===== src/rtl/mux8_reg_pkg.sv =====
// Shared select-code type and per-input select constants for the mux8_reg slice.
package mux8_reg_pkg;

  typedef logic [2:0] sel_t;

  localparam sel_t SEL_I0 = 3'd0;
  localparam sel_t SEL_I1 = 3'd1;
  localparam sel_t SEL_I2 = 3'd2;
  localparam sel_t SEL_I3 = 3'd3;
  localparam sel_t SEL_I4 = 3'd4;
  localparam sel_t SEL_I5 = 3'd5;
  localparam sel_t SEL_I6 = 3'd6;
  localparam sel_t SEL_I7 = 3'd7;

endpackage


===== src/rtl/mux8_comb.sv =====
// Pure combinational 8:1 selector; an unknown select yields an unknown result.
module mux8_comb
  import mux8_reg_pkg::*;
#(
  parameter int unsigned WIDTH = 1
) (
  input  logic [WIDTH-1:0] i0,
  input  logic [WIDTH-1:0] i1,
  input  logic [WIDTH-1:0] i2,
  input  logic [WIDTH-1:0] i3,
  input  logic [WIDTH-1:0] i4,
  input  logic [WIDTH-1:0] i5,
  input  logic [WIDTH-1:0] i6,
  input  logic [WIDTH-1:0] i7,
  input  logic [2:0]       s,
  output logic [WIDTH-1:0] y
);

  logic [WIDTH-1:0] in_arr [8];
  sel_t             sel;

  assign in_arr[SEL_I0] = i0;
  assign in_arr[SEL_I1] = i1;
  assign in_arr[SEL_I2] = i2;
  assign in_arr[SEL_I3] = i3;
  assign in_arr[SEL_I4] = i4;
  assign in_arr[SEL_I5] = i5;
  assign in_arr[SEL_I6] = i6;
  assign in_arr[SEL_I7] = i7;

  assign sel = s;
  // Array indexing rather than a case with a default keeps X on s visible.
  assign y   = in_arr[sel];

endmodule


===== src/rtl/mux8_reg.sv =====
// Registered 8:1 multiplexer with enable, captured select code and valid flag.
module mux8_reg
  import mux8_reg_pkg::*;
#(
  parameter int unsigned WIDTH = 1
) (
  input  logic             clk,
  input  logic             rst_n,
  input  logic             en,
  input  logic [WIDTH-1:0] i0,
  input  logic [WIDTH-1:0] i1,
  input  logic [WIDTH-1:0] i2,
  input  logic [WIDTH-1:0] i3,
  input  logic [WIDTH-1:0] i4,
  input  logic [WIDTH-1:0] i5,
  input  logic [WIDTH-1:0] i6,
  input  logic [WIDTH-1:0] i7,
  input  logic [2:0]       s,
  output logic [WIDTH-1:0] y,
  output logic [WIDTH-1:0] y_comb,
  output logic [2:0]       s_q,
  output logic             valid
);

  logic [WIDTH-1:0] sel_data;
  logic [WIDTH-1:0] y_q,     y_d;
  sel_t             sel_q,   sel_d;
  logic             valid_q, valid_d;

  mux8_comb #(
    .WIDTH (WIDTH)
  ) u_mux8_comb (
    .i0 (i0),
    .i1 (i1),
    .i2 (i2),
    .i3 (i3),
    .i4 (i4),
    .i5 (i5),
    .i6 (i6),
    .i7 (i7),
    .s  (s),
    .y  (sel_data)
  );

  always_comb begin
    y_d     = y_q;
    sel_d   = sel_q;
    valid_d = valid_q;
    if (en) begin
      y_d     = sel_data;
      sel_d   = s;
      valid_d = 1'b1;
    end
  end

  always_ff @(posedge clk or negedge rst_n) begin
    if (!rst_n) begin
      y_q     <= '0;
      sel_q   <= '0;
      valid_q <= 1'b0;
    end else begin
      y_q     <= y_d;
      sel_q   <= sel_d;
      valid_q <= valid_d;
    end
  end

  assign y_comb = sel_data;
  assign y      = y_q;
  assign s_q    = sel_q;
  assign valid  = valid_q;

endmodule


===== config.mk =====
export PLATFORM = sky130hd
export DESIGN_NAME = mux8_reg
export DESIGN_NICKNAME = d
export VERILOG_FILES = /design/src/rtl/mux8_reg_pkg.sv /design/src/rtl/mux8_comb.sv /design/src/rtl/mux8_reg.sv
export SDC_FILE = /design/constraint.sdc
export NUM_CORES = 1
export LEC_CHECK = 0
export ABC_AREA = 1
export BUFFER_PORTS_ARGS = -buffer_cell sky130_fd_sc_hd__buf_2
export CORE_AREA = 2 2 39 41
export CTS_CLUSTER_DIAMETER = 40
export DETAILED_ROUTE_END_ITERATION = 7
export DIE_AREA = 0 0 41 43
export SYNTH_ARGS = -nofsm -noshare
export SYNTH_HDL_FRONTEND = slang
export SYNTH_SLANG_ARGS = --single-unit

===== constraint.sdc =====
create_clock -name clk -period 2 [get_ports clk]
set_clock_uncertainty 0.15 [all_clocks]
set_input_delay 0.4 -clock clk [delete_from_list [all_inputs] [get_ports clk]]
set_output_delay 0.4 -clock clk [all_outputs]
set_load 0.02 [all_outputs]

==> results of run 1 <==
==> report_power, final <==
group          internal, W  switching (W)  total (W)
registers         0.000110     0.00000341   0.000113
logic            0.0000283      0.0000395  0.0000677
clock network    0.0000752      0.0000382   0.000113
==> layout make-up <==
type,instances,area share [%]
multi-input cells,27,28.9
inverters,9,7.74
well taps,16,4.58
clock buffers,4,6.02
repair buffers,20,24.1
flip-flops and latches,5,28.7
==> per-stage QoR <==
| stage | area [um^2] | total power, W | setup WS, ns | hold WS, ns |
|---|---|---|---|---|
| floorplan | 285 | 0.000150 | 0.522 | -0.0456 |
| global placement | 400 | 0.000181 | 0.257 | 0.0706 |
| detailed placement | 400 | 0.000182 | 0.253 | 0.0748 |
| CTS | 437 | 0.000303 | 0.249 | 0.249 |
| global route | 437 | 0.000317 | 0.150 | 0.250 |
| finish | 437 | 0.000294 | 0.254 | 0.260 |
==> cells in the mapped netlist <==
master and number:
sky130_fd_sc_hd__or2_2 1, sky130_fd_sc_hd__nor2_1 2, sky130_fd_sc_hd__and2_1 1, sky130_fd_sc_hd__o21ai_0 2
sky130_fd_sc_hd__nand3_2 1, sky130_fd_sc_hd__nand2_1 14, sky130_fd_sc_hd__or2_0 1, sky130_fd_sc_hd__inv_1 8
sky130_fd_sc_hd__inv_2 1, sky130_fd_sc_hd__nand3_1 4, sky130_fd_sc_hd__nand3b_1 1, sky130_fd_sc_hd__dfrtp_1 5
==> how the worst min path moves through the flow <==
stage          slack [ns]   from  cells after the start  endpoint
2_1_floorplan       -0.05  rst_n                      0    s_q[0]
3_3_place_gp         0.07  rst_n                      1     valid
3_5_place_dp         0.07  rst_n                      1     valid
4_1_cts              0.25     en                      2     valid
5_1_grt              0.25     en                      2     valid
6_report             0.26     en                      2     valid
==> kinds of logic after synthesis <==
| group | Yosys count | share of synthesized area [%] |
|---|---|---|
| AOI/OAI and AO/OA | 2 | 3.51 |
| buffers and inverters | 9 | 11.8 |
| and+or+nand+nor | 25 | 40.8 |
| DFF | 5 | 43.9 |
==> state kept, by name, indices dropped and copies added, names as in the netlist <==
| register | flops |
|---|---|
| s_q | 3 |
| valid | 1 |
| y | 1 |
==> metal layers <==
| metal | vias to the layer above | global-route usage [%] | wire length (um) |
|---|---|---|---|
| met5 | - | 0 | 0 |
| met2 | 14 | 14.4 | 324 |
| li1 | 171 | - | - |
| met4 | 0 | 10.7 | 0 |
| met1 | 138 | 8.65 | 277 |
| met3 | 0 | 2.09 | 72 |
==> repair_timing <==
item / CTS / global route
hold buffers: 1 / 0
resized for setup: 0 / 0
hold endpoints to repair: 5 / 0
==> flow_results.org, run 1 <==
** Outcome
- Status :: complete, no violations

** CTS
- CTS tree :: built
- The clock reaches the later pin of the worst-skew pair after about 0.24 ns.
- The cell sitting at the root of the clock tree is a sky130_fd_sc_hd__clkbuf_4.
- Clock-pin slew was measured on the worst setup and hold paths at approximately 0.040 ns.
- Maximum number of buffers from clock root to sink :: 2
- H-tree depth :: 1
- Total CTS buffers :: 3
- Post-CTS Repair Setup Buffers :: 0
- The tree built by TritonCTS fans out to 5 sinks.

** Finish
- Sequential cell area :: 125 um^2
- Cells fill 31.6% of the core in the end.
- Finished Layout Cells :: 81
- Most used cells in the layout excluding fill and tap cells :: 19 x sky130_fd_sc_hd__buf_2, 14 x sky130_fd_sc_hd__nand2_1, 8 x sky130_fd_sc_hd__inv_1
- Layout-stage area growth over the synthesis result :: 53.1%
- The multi-input combinational cells in the finished layout cover a total of between 100 and 150 um^2.
- Of the cells placed in the final design, the portion with a size suffix greater than 1 is between 30 and 40%.
- Net count, final :: 80
- Most common cell after layout, fill and taps aside :: sky130_fd_sc_hd__buf_2
- Number of filler cells placed in the layout :: roughly 160
- 0 antenna diodes ended up in the layout.

** Worst setup path
- By instance count, the cell type seen most on the critical path is sky130_fd_sc_hd__buf_2.
- CP endpoint :: y_comb
- Crit end category :: primary output
- Data arrival, critical path :: approximately 1.2 ns
- Crit path largest cell delay :: 0.19 ns
- Library cell contributing the largest single delay on the critical path :: sky130_fd_sc_hd__or2_0
- Reg-to-reg critical path startpoint :: valid
- Length in cells of the worst reg-to-reg path :: 1
- The worst setup path is of the in -> out kind.
- Required time at the endpoint of the critical path :: ~1.5 ns
- Top fanout value on the critical path :: 5
- The kind of cell with the highest combined delay along the critical path is simple AND/OR/NAND/NOR gates.
- STA classifies the critical path startpoint as an input pin.
- Worst setup path start :: s[0]
- CP cell instances :: buf_2 -> inv_2 -> or2_0 -> nand2_1 -> nand3_2 -> and2_1 -> buf_2
- Destination of the worst register-to-register timing path :: valid
- Register-to-register setup slack :: around 1.1 ns
- The critical path runs through a total of 7 cells.
- Counting both buffers and inverters, the worst setup path holds a total of 3.

** STA
- In the finished design, the share of the clock period the worst path needs comes to between 80% and 90%.
- Measured slew at the worst slew-check pin :: 0.157 ns
- Headroom to the max-slew limit came out at between 80% and 90%.
- Final count of pins violating max slew :: 0
- Setup total negative slack on the finished layout was measured at 0 ns.
- Final number of setup-violating endpoints :: 0
- Derived from the worst setup path, the maximum achievable clock frequency is 0.573 GHz.
- The final-report hold violation count is 0.
- Unrepaired setup endpoints after global routing :: false
- Crit path time final :: between 1.5 and 2 ns

** Place
- Post-detailed-placement half-perimeter wirelength :: 583 um
- At the end of routability-driven placement, the weighted congestion stood at around 0.74.
- Number of instances in the placed design :: 76
- Buffers placed on the I/O ports in this run total 19.

** Die
- The die is around 41 um wide.
- Total Die Area :: about 0.0018 mm^2
- The core region is roughly 0.0014 mm^2.
- During I/O placement, the number of pins put on the boundary was 20.
- Initial core utilization :: about a fifth
- Die extent in y :: approximately 43 um
- The floorplan has 14 rows.

** Synth
- Largest area contributor in the synthesized netlist :: sky130_fd_sc_hd__dfrtp_1
- Most area-consuming cells after synthesis :: sky130_fd_sc_hd__dfrtp_1 44%, sky130_fd_sc_hd__nand2_1 18%, sky130_fd_sc_hd__inv_1 11%
- Part of the Yosys area used for sequential elements :: around 44%
- In this run the mean area of a mapped cell was approximately 7 um^2.
- Counting flops and latches in the post-synthesis netlist gives 5.
- The netlist uses 12 different library cells.
- Number of nets produced by synthesis :: 55
- The synthesized design devotes to its leading area cell type 43.9% of total area.
- Yosys printed 0 warnings.
- In this run the cell area of the synthesized design comes to 285 um^2.
- Number of instances in the synthesized netlist :: between 40 and 50

** Drt
- The final layout contains routed wiring with a total length of around 680 um.
- Total via count in the routed design :: approximately 320
- The first detailed-routing pass ran for 4 iterations.
- For this block, the initial DRC count from the detailed router was 4.
- Mean number of vias per cell :: approximately 4
- After detailed routing, the average wire length per cell comes to about 8.3 um.
- In the routed design, unresolved DRC markers number 0.
- Once detail routing completed, the nets flagged for antenna violations numbered 0.

** Hold path
- In this run the worst hold path is classified as in -> reg.

** Power and ir drop
- VDD sags by at most approximately 0.13 mV.
- For this design the ratio of total power to cell area is around 670 mW/mm^2.
- P_leak :: between 0.2 and 0.3 nW

** GRT
- Antenna violations before repair :: 0
- Global route overflow :: 0
- Global routing usage summed across all routing layers :: a little under a tenth
- The via count of the first global-routing pass is 340.
- Global-route wire length before repair :: 1090 um
- Entering global routing, the biggest net connects 7 pins.

** Job
- The tool flagged a number of max-cap violations equal to 0.
(Power assumes the default switching activity.)
==> run 2, diff against run 1 <==
- SYNTH_HIERARCHICAL: not set -> 1
==> run 2 against run 1 <==
  * Count of clock-buffer cells in the layout did not move
  * First-iteration DRC count rose by 50%
  * Routed wire length down 6.1%
==> flow_results.org, run 2 <==
** CTS
- The number of buffers inserted to repair setup after CTS came to 0 (unchanged).
- The maximum level of the CTS H-tree is 1 (unchanged).
- Clock latency on the worst-skew pair :: 0.24 ns (about the same)
- The number of clock sinks was 5 (unchanged).
- Maximum number of buffers from clock root to sink :: 2 (unchanged)
- CTS tree :: built
- The clock transition at the registers of the reported paths was 0.04 ns (about the same).
- Clock tree synthesis selected as its root buffer the cell sky130_fd_sc_hd__clkbuf_4.
- The total clock buffers created by CTS is 3 (unchanged).

** Synth
- Combinational family with the most area after synthesis :: simple AND/OR/NAND/NOR gates
- For this run, the leading register cell type out of synthesis is sky130_fd_sc_hd__dfrtp_1.
- Most frequent cell after synthesis :: sky130_fd_sc_hd__nand2_1
- Part of the Yosys area used for sequential elements :: 43.1% (-0.76 points)
- The synthesized flop and latch total came to 5 (unchanged).
- Warnings from Yosys :: 6 (+6)
- Number of instances in the synthesized netlist :: 47 (+15%)
- The share of synthesized area spent on multiplexers was 0% (unchanged).
- The number of library cell types mapped by synthesis is 6 (-6).
- By area the synthesized netlist is led by sky130_fd_sc_hd__dfrtp_1 43%, sky130_fd_sc_hd__nand2_1 32%, sky130_fd_sc_hd__inv_1 13%.
- Post-synthesis average cell area :: 6.18 um^2 (-11%)
- The synthesized design spends more area on one cell type than any other, namely sky130_fd_sc_hd__dfrtp_1.
- The number of synthesized flops with an enable pin came to 0 (unchanged).
- Xor and xnor area share after synthesis :: 0% (unchanged)
- Commonest cells in the synthesized netlist :: 25 x sky130_fd_sc_hd__nand2_1, 10 x sky130_fd_sc_hd__inv_1, 5 x sky130_fd_sc_hd__dfrtp_1, 4 x sky130_fd_sc_hd__nand3_1, 2 x sky130_fd_sc_hd__inv_2
- Area fraction in compound gates after synthesis :: 0% (-3.5 points)
- The net count after synthesis came to 61 (+11%).
- Simple logic cell fraction of the synthesized area :: 41.4% (+0.59 points)
- The share of async-settable or async-resettable flops after synthesis came to 100% (unchanged).
- The share of Yosys cell area claimed by the top area cell type is 43.1% (-0.76 points).
- The synthesized area is 290 um^2 (+1.8%).
- Adder-Cell Fraction of Synth Area :: 0% (unchanged)

** Drt
- The residual antenna-violating net count after detailed routing is 0 (unchanged).
- The routed via count divided by cell count was 3.89 (-2.6%).
- The routed wire length was 634 um (-6.1%).
- The count of routing violations after the opening detailed-route iteration was 6 (+2).
- Wirelength per Cell :: 7.29 um (-13%)
- The DRC violation count after routing came to 0 (unchanged).
- Total via count in the routed design :: 338 (+4.6%)
- First-pass iteration count of the detailed router :: 4 (unchanged)

** Finish
- The flip-flop count of the largest register after layout is 3 (unchanged).
- Layout-stage area growth over the synthesis result :: 52.2%
- Area of all placed cells without fillers :: 442 um^2 (+1.1%)
- Antenna cell count :: 0 (unchanged)
- Share of cells above drive strength 1 :: 33.8% (-4.7 points)
- Net count, final :: 86 (+7.5%)
- Most common cell after layout, fill and taps aside :: sky130_fd_sc_hd__nand2_1
- The top cell types in the final layout, fill and taps aside, are 25 x sky130_fd_sc_hd__nand2_1, 19 x sky130_fd_sc_hd__buf_2, 10 x sky130_fd_sc_hd__inv_1.

** Die
- Die extent in y :: 43 um (unchanged)
- Number of rows created at floorplan :: 14 (unchanged)
- The die boundary width is 41 um (unchanged).
- Total Die Area :: 0.00176 mm^2 (unchanged)
- Initial core utilization :: 21.0% (+0.36 points)
- The area of the core region came to 0.00138 mm^2 (unchanged).
- The I/O pin total is 20 (unchanged).

** Power and ir drop
- PD cells :: 666 mW/mm^2 (-1.1%)
- Combinational fraction of design power :: 23.1% (about the same)
- The power after layout came to 0.000294 W (about the same).
- The cell leakage power is 0.292 nW (+13%).
- The largest vdd supply drop is 0.168 mV (+26%).
- Proportion of power drawn by the clock network :: 38.5% (about the same)
- The fraction of power consumed by sequential logic was 38.4% (about the same).
- Internal portion of total power :: 0.000212 W (-0.29%)
- The net switching share of the total power was 27.8% (+0.22 points).
- The switching component of the power came to 0.0000817 W (+0.82%).

** STA
- The accumulated negative setup slack was 0 ns (unchanged).
- The final worst slack is 0.383 ns (+0.129 ns).
- Measured slew at the worst slew-check pin :: 0.107 ns (-0.0499 ns)
- Final worst hold slack :: 0.244 ns (-0.0162 ns)
- Setup repair after global routing left no endpoint under its margin.
- Final count of pins violating max slew :: 0 (unchanged)
- The timing-limited maximum frequency was 0.618 GHz (+8.0%).
- The minimum clock period came to 1.62 ns (-0.129 ns).
- The final clock period utilization by the worst path is 80.9% (-6.4 points).
- Slew Limit Headroom :: 92.8% (+3.4 points)
- Final hold vios :: 0 (unchanged)
- The count of final setup violators was 0 (unchanged).

** Worst setup path
- Library cell contributing the largest single delay on the critical path :: sky130_fd_sc_hd__buf_2
- Reg-to-reg critical path startpoint :: valid
- The critical-path maximum fanout was 6 (+1).
- Data arrival, critical path :: 1.07 ns (-0.13 ns)
- CP cell instances :: buf_2 -> inv_2 -> nand2_1 -> nand3_1 -> nand2_1 -> nand2_1 -> nand2_1 -> buf_2
- The required time of the worst setup path was 1.45 ns (about the same).
- The delay of the slowest cell on the worst path came to 0.16 ns (-0.03 ns).
- The critical path starts at s[0].
- STA classifies the critical path endpoint as a primary output.
- Worst Setup Start Kind :: input pin
- Most used cell, CP :: sky130_fd_sc_hd__nand2_1
- The worst setup path is of the in -> out kind.

** Place
- Post-detailed-placement half-perimeter wirelength :: 544 um (-6.7%)
- Pre-CTS setup slack :: 0.367 ns (+0.115 ns)
- PortBufs :: 19 (unchanged)
- The weighted congestion reported at the end of routability-driven placement came to 0.659 (-10%).
- Total placed instance area :: 405 um^2 (+1.3%)

** Job
- Max-cap check violation count :: 0 (unchanged)

** GRT
- Antenna violations before repair :: 0 (unchanged)
- The first-pass GRT wire length is 938 um (-14%).
- The global-route usage over all layers came to 8.25% (-1.1 points).
- Via count of the first global-routing pass :: 276 (-19%)
- The maximum number of pins on one net before global-route repair came to 7 (unchanged).
- Global route overflow :: 0 (unchanged)

** Hold path
- The path class of the tightest hold or removal check is in -> reg.
- Hold Crit Start :: s[2]

** Outcome
- Status :: complete, no violations
==> run 2: critical path: cells and delay by family <==
kind,cells,cell delay [ns]
buf+inv,3,0.35
simple gates,5,0.30
==> run 2: per-layer routing <==
metal | global-route usage [%] | vias up | wire length [um] | share of wire, %
met2 | 12.5 | 14 | 294 | 46
met3 | 3.14 | 0 | 66 | 10
met4 | 8.00 | 0 | 0 | 0
li1 | - | 181 | - | -
met1 | 7.77 | 143 | 272 | 43
met5 | 0 | - | 0 | 0
==> run 2: repair_timing <==
| action | CTS | global route |
|---|---|---|
| hold buffers | 1 | 0 |
| hold endpoints to repair | 5 | 0 |
| resized for setup | 0 | 0 |
==> run 2: logic make-up after synthesis <==
kind of cell | after synthesis
AND/OR/NAND/NOR | 30
flip-flops | 5
buffers and inverters | 12
==> run 2: worst paths after layout <==
| path | slack [ns] | depth (start not counted) | endpoint |
|---|---|---|---|
| worst max-delay path | 0.38 | 8 | y_comb |
| worst min-delay path | 0.24 | 3 | s_q[2] |
| worst max register to register | 1.15 | 1 | valid |
| worst min register to register | 0.32 | 2 | y |
| max in group asynchronous | 1.22 | 2 | valid |
| min in group asynchronous | 0.36 | 2 | s_q[2] |
==> run 2: area by class of cell <==
| type | instances | area, um^2 |
|---|---|---|
| Fill cell | 159 | 942 |
| Sequential cell | 5 | 125 |
| Multi-Input combinational cell | 30 | 120 |
| Timing Repair Buffer | 20 | 105 |
| Inverter | 12 | 45.0 |
| Clock buffer | 4 | 26.3 |
| Tap cell | 16 | 20.0 |
==> run 2: power groups by stage <==
stage	combinational (W)	sequential (W)	clock, W
3_5_place_dp	0.0000678	0.000114	0
6_report	0.0000679	0.000113	0.000113
3_3_place_gp	0.0000675	0.000114	0
2_1_floorplan	0.0000257	0.000125	0
5_1_grt	0.0000774	0.000113	0.000125
4_1_cts	0.0000695	0.000113	0.000119
==> run 2: through the flow <==
| stage | std cells | utilization (%) |
|---|---|---|
| finish | 87 | 31.9 |
| detailed placement | 82 | 29.3 |
| global placement | 82 | 29.3 |
| floorplan | 47 | - |
| CTS | 87 | 31.9 |
| global route | 87 | 31.9 |
==> run 3, diff against run 2 <==
- ABC_AREA: 1 -> 0
- clock period: 2 -> 1.5 ns (I/O delays scaled with it)
==> run 3 against run 2 <==
  * The flow now finishes with violations (setup timing)
  * Via count down 34%
  * Total power up 42%
  * Flip-flop and latch count unchanged
  * First-iteration DRC count is 100% lower
  * Synthesized cell count is 72% lower
  * Global-route usage is 0.44 points higher
  * Routed wire length is 12% lower
  * Sequential share of layout area increased by 0.74 points
  * Design area decreased by 2.5%
  * Cell count down 36%
  * Critical path depth shrank 4
  * Count of clock-buffer cells in the layout unchanged
==> flow_results.org, run 3 <==
** Outcome
- Status :: finished, violations left
- Violated checks :: setup timing

** Die
- The area of the core region came to 0.00138 mm^2 (unchanged).
- The die boundary width is 41 um (unchanged).
- The starting density of the core came to 17.4% (-3.6 points).
- Number of rows created at floorplan :: 14 (unchanged)
- Number of I/O pins :: 20 (unchanged)
- Total Die Area :: 0.00176 mm^2 (unchanged)
- The height of the die came to 43 um (unchanged).

** Finish
- Finished Layout Cells :: 56 (-36%)
- The final layout net count is 55 (-36%).
- The number of filler cells placed in the layout is 149 (-6.3%).
- Layout-stage area growth over the synthesis result :: 79.2%
- The final antenna diode count is 0 (unchanged).
- The flip-flop count of the largest register after layout is 3 (unchanged).
- The library cell used most frequently in the layout, excluding fill and tap cells, is sky130_fd_sc_hd__buf_2.
- Most used cells in the layout excluding fill and tap cells :: 17 x sky130_fd_sc_hd__buf_2, 5 x sky130_fd_sc_hd__dfrtp_1, 3 x sky130_fd_sc_hd__mux2_2, 3 x sky130_fd_sc_hd__clkbuf_4, 3 x sky130_fd_sc_hd__buf_4
- The final cell area excluding filler cells is 430 um^2 (-2.5%).
- Share of cells above drive strength 1 :: 82.5% (+49 points)

** STA
- Portion of the clock cycle consumed by the worst path in the final layout :: 115%
- Final count of pins violating max slew :: 0 (unchanged)
- Final number of setup-violating endpoints :: 1 (+1)
- The pin slew with the least headroom to its limit is 0.115 ns (+0.00754 ns).
- The worst slew margin relative to its limit is 92.3% (-0.50 points).
- The final-layout worst hold slack is 0.181 ns (-0.0621 ns).
- Final hold vios :: 0 (unchanged)
- Min setup slack post-route :: -0.232 ns (-0.615 ns)
- Fmax achieved :: 0.577 GHz
- Crit path time final :: around 1.7 ns
- Unrepaired setup endpoints after global routing :: true

** Drt
- The routed via count divided by cell count came to 4.00 (+3.0%).
- Remaining number of nets flagged by the antenna check after routing :: 0 (unchanged)
- # DRC :: 0 (unchanged)
- First-pass iteration count of the detailed router :: 1 (-3)
- Wirelength per Cell :: 9.95 um (+36%)
- The via count was 224 (-34%).
- The routed wire length came to 557 um (-12%).
- The count of routing violations after the opening detailed-route iteration is 0 (-6).

** Worst setup path
- Library cell contributing the largest single delay on the critical path :: sky130_fd_sc_hd__mux4_2
- The required time of the worst setup path came to 1.05 ns (-0.40 ns).
- Start-to-end type of the worst setup path :: in -> out
- Crit end category :: primary output
- Length in cells of the worst reg-to-reg path :: 1 (unchanged)
- The slack of the worst reg-to-reg path is 0.59 ns (-0.56 ns).
- The total buffers and inverters traversed by the critical path came to 2 (-1).
- Walking the worst path, the cells encountered are buf_8 -> mux4_2 -> mux2_4 -> buf_6.
- The data arrival time of the critical path was 1.28 ns (+0.21 ns).
- The cell family contributing the most delay on the critical path is multiplexers.
- Reg-to-reg critical path startpoint :: y
- The worst setup path is launched from an input pin.
- The critical-path maximum fanout was 3 (-3).
- In this run the critical register-to-register path is captured at y.
- The delay of the slowest cell on the worst path is 0.48 ns (+0.32 ns).

** Hold path
- Hold Crit Start :: s[1]
- The worst hold path terminates at s_q[1].
- Worst hold path class :: in -> reg
- The number of cells traversed by the worst hold path is 2 (-1).

** Synth
- Number of nets produced by synthesis :: 27 (-56%)
- Most area-consuming cells after synthesis :: sky130_fd_sc_hd__dfrtp_1 52%, sky130_fd_sc_hd__mux2_2 23%, sky130_fd_sc_hd__mux4_1 22%
- Post-synthesis average cell area :: 18.5 um^2 (+200%)
- The sequential fraction of the synthesis area is 52.1% (+9.0 points).
- The cell count after synthesis is 13 (-72%).
- The share of Yosys cell area claimed by the top area cell type came to 52.1% (+9.0 points).
- Cell area after technology mapping :: 240 um^2 (-17%)
- Sorting the synthesized cells by how often they occur yields 5 x sky130_fd_sc_hd__dfrtp_1, 5 x sky130_fd_sc_hd__mux2_2, 2 x sky130_fd_sc_hd__mux4_1, 1 x sky130_fd_sc_hd__or2_2.
- The share of async-settable or async-resettable flops after synthesis was 100% (unchanged).
- The count of yosys warnings during synthesis came to 6 (unchanged).
- The number of synthesized flops with an enable pin is 0 (unchanged).
- Flip-flop and latch count after synthesis :: 5 (unchanged)
- Most common flop cell mapped by yosys :: sky130_fd_sc_hd__dfrtp_1
- The largest total area in the synthesized netlist belongs to sky130_fd_sc_hd__dfrtp_1.
- The number of library cell types mapped by synthesis was 4 (-2).

** Power and ir drop
- The largest vdd supply drop was 0.251 mV (+50%).
- P_leak :: 0.210 nW (-28%)
- PD cells :: 970 mW/mm^2 (+46%)
- The switching component of the power is 0.000106 W (+29%).
- The fraction of power consumed by sequential logic came to 37.0% (-1.4 points).
- The clock power share is 36.9% (-1.6 points).
- The logic gate share of total power is 26.1% (+3.0 points).
- Internal portion of total power :: 0.000312 W (+47%)
- The net switching share of the total power came to 25.3% (-2.5 points).

** GRT
- Pin count of the biggest net entering global routing :: 6 (-1)
- The global route total overflow was 0 (unchanged).
- Via count of the first global-routing pass :: 245 (-11%)
- The first-pass GRT wire length came to 903 um (-3.7%).
- Antenna violations before repair :: 0 (unchanged)
- The global-route usage over all layers came to 8.69% (+0.44 points).

** Place
- Post-detailed-placement half-perimeter wirelength :: 482 um (-11%)
- PortBufs :: 19 (unchanged)
- Number of instances in the placed design :: 50 (-39%)
- Pre-CTS setup slack :: -0.325 ns (-0.692 ns)
- The weighted congestion reported at the end of routability-driven placement was 0.531 (-19%).
- The area after detailed placement was 370 um^2 (-8.6%).

** CTS
- TritonCTS built the clock tree.
- Maximum number of buffers from clock root to sink :: 2 (unchanged)
- The clock transition at the registers of the reported paths came to 0.04 ns (about the same).
- The clock insertion delay at the later pin of the skew report came to 0.24 ns (about the same).
- The total clock buffers created by CTS came to 3 (unchanged).
- H-tree depth :: 1 (unchanged)
- The number of clock sinks is 5 (unchanged).
- Root Buffer Master :: sky130_fd_sc_hd__clkbuf_4

** Job
- The reported max-cap violation count came to 0 (unchanged).
## run 3: how the worst max path moves through the flow
stage	from	end	slack, ns	depth (start not counted)
after floorplan	s[0]	y	-0.11	3
after global routing	s[0]	y_comb	-0.26	4
after global placement	s[0]	y_comb	-0.32	4
after detailed placement	s[0]	y_comb	-0.33	4
final	s[0]	y_comb	-0.23	4
after CTS	s[0]	y_comb	-0.24	4
## run 3: cell families after synthesis
kind of cell  Yosys count  synth area share (%)
flops                   5                  52.1
simple gates            1                  2.61
mux                     7                  45.3
## run 3: power by group through the flow
stage / sequential, W / clock [W] / combinational [W]
global placement: 0.000155 / 0 / 0.0000986
global route: 0.000156 / 0.000167 / 0.000119
CTS: 0.000154 / 0.000162 / 0.000111
detailed placement: 0.000156 / 0 / 0.0000992
finish: 0.000154 / 0.000154 / 0.000109
floorplan: 0.000173 / 0 / 0.0000367
## run 3: final cells by class
cell class | instances | area (um^2) | share of cell area [%]
multi-input combinational | 8 | 115 | 26.7
sequential | 5 | 125 | 29.1
clock buffer | 4 | 26.3 | 6.10
tap | 16 | 20.0 | 4.65
timing repair buffer | 23 | 144 | 33.4
## run 3: per-stage QoR
step	util (%)	TNS [ns]	total power, W
2_1_floorplan	-	-0.136	0.000209
3_3_place_gp	26.8	-0.575	0.000254
3_5_place_dp	26.8	-0.577	0.000256
4_1_cts	31.1	-0.237	0.000427
5_1_grt	31.1	-0.261	0.000442
6_report	31.1	-0.232	0.000417
## run 3: what timing repair did
item / 4_1_cts / 5_1_grt
hold buffers: 1 / 0
resized for setup: 5 / 0
setup buffers: 1 / 0
setup endpoints to repair: 1 / 1
hold endpoints to repair: 5 / 0
## run 3: routing by layer
metal  part of all wire [%]  GRT usage, %  wire (um)
met1                     27          4.92        151
met2                     63          14.7        350
met3                    4.1          3.14         23
met4                    5.7          12.0         32
met5                      0             0          0
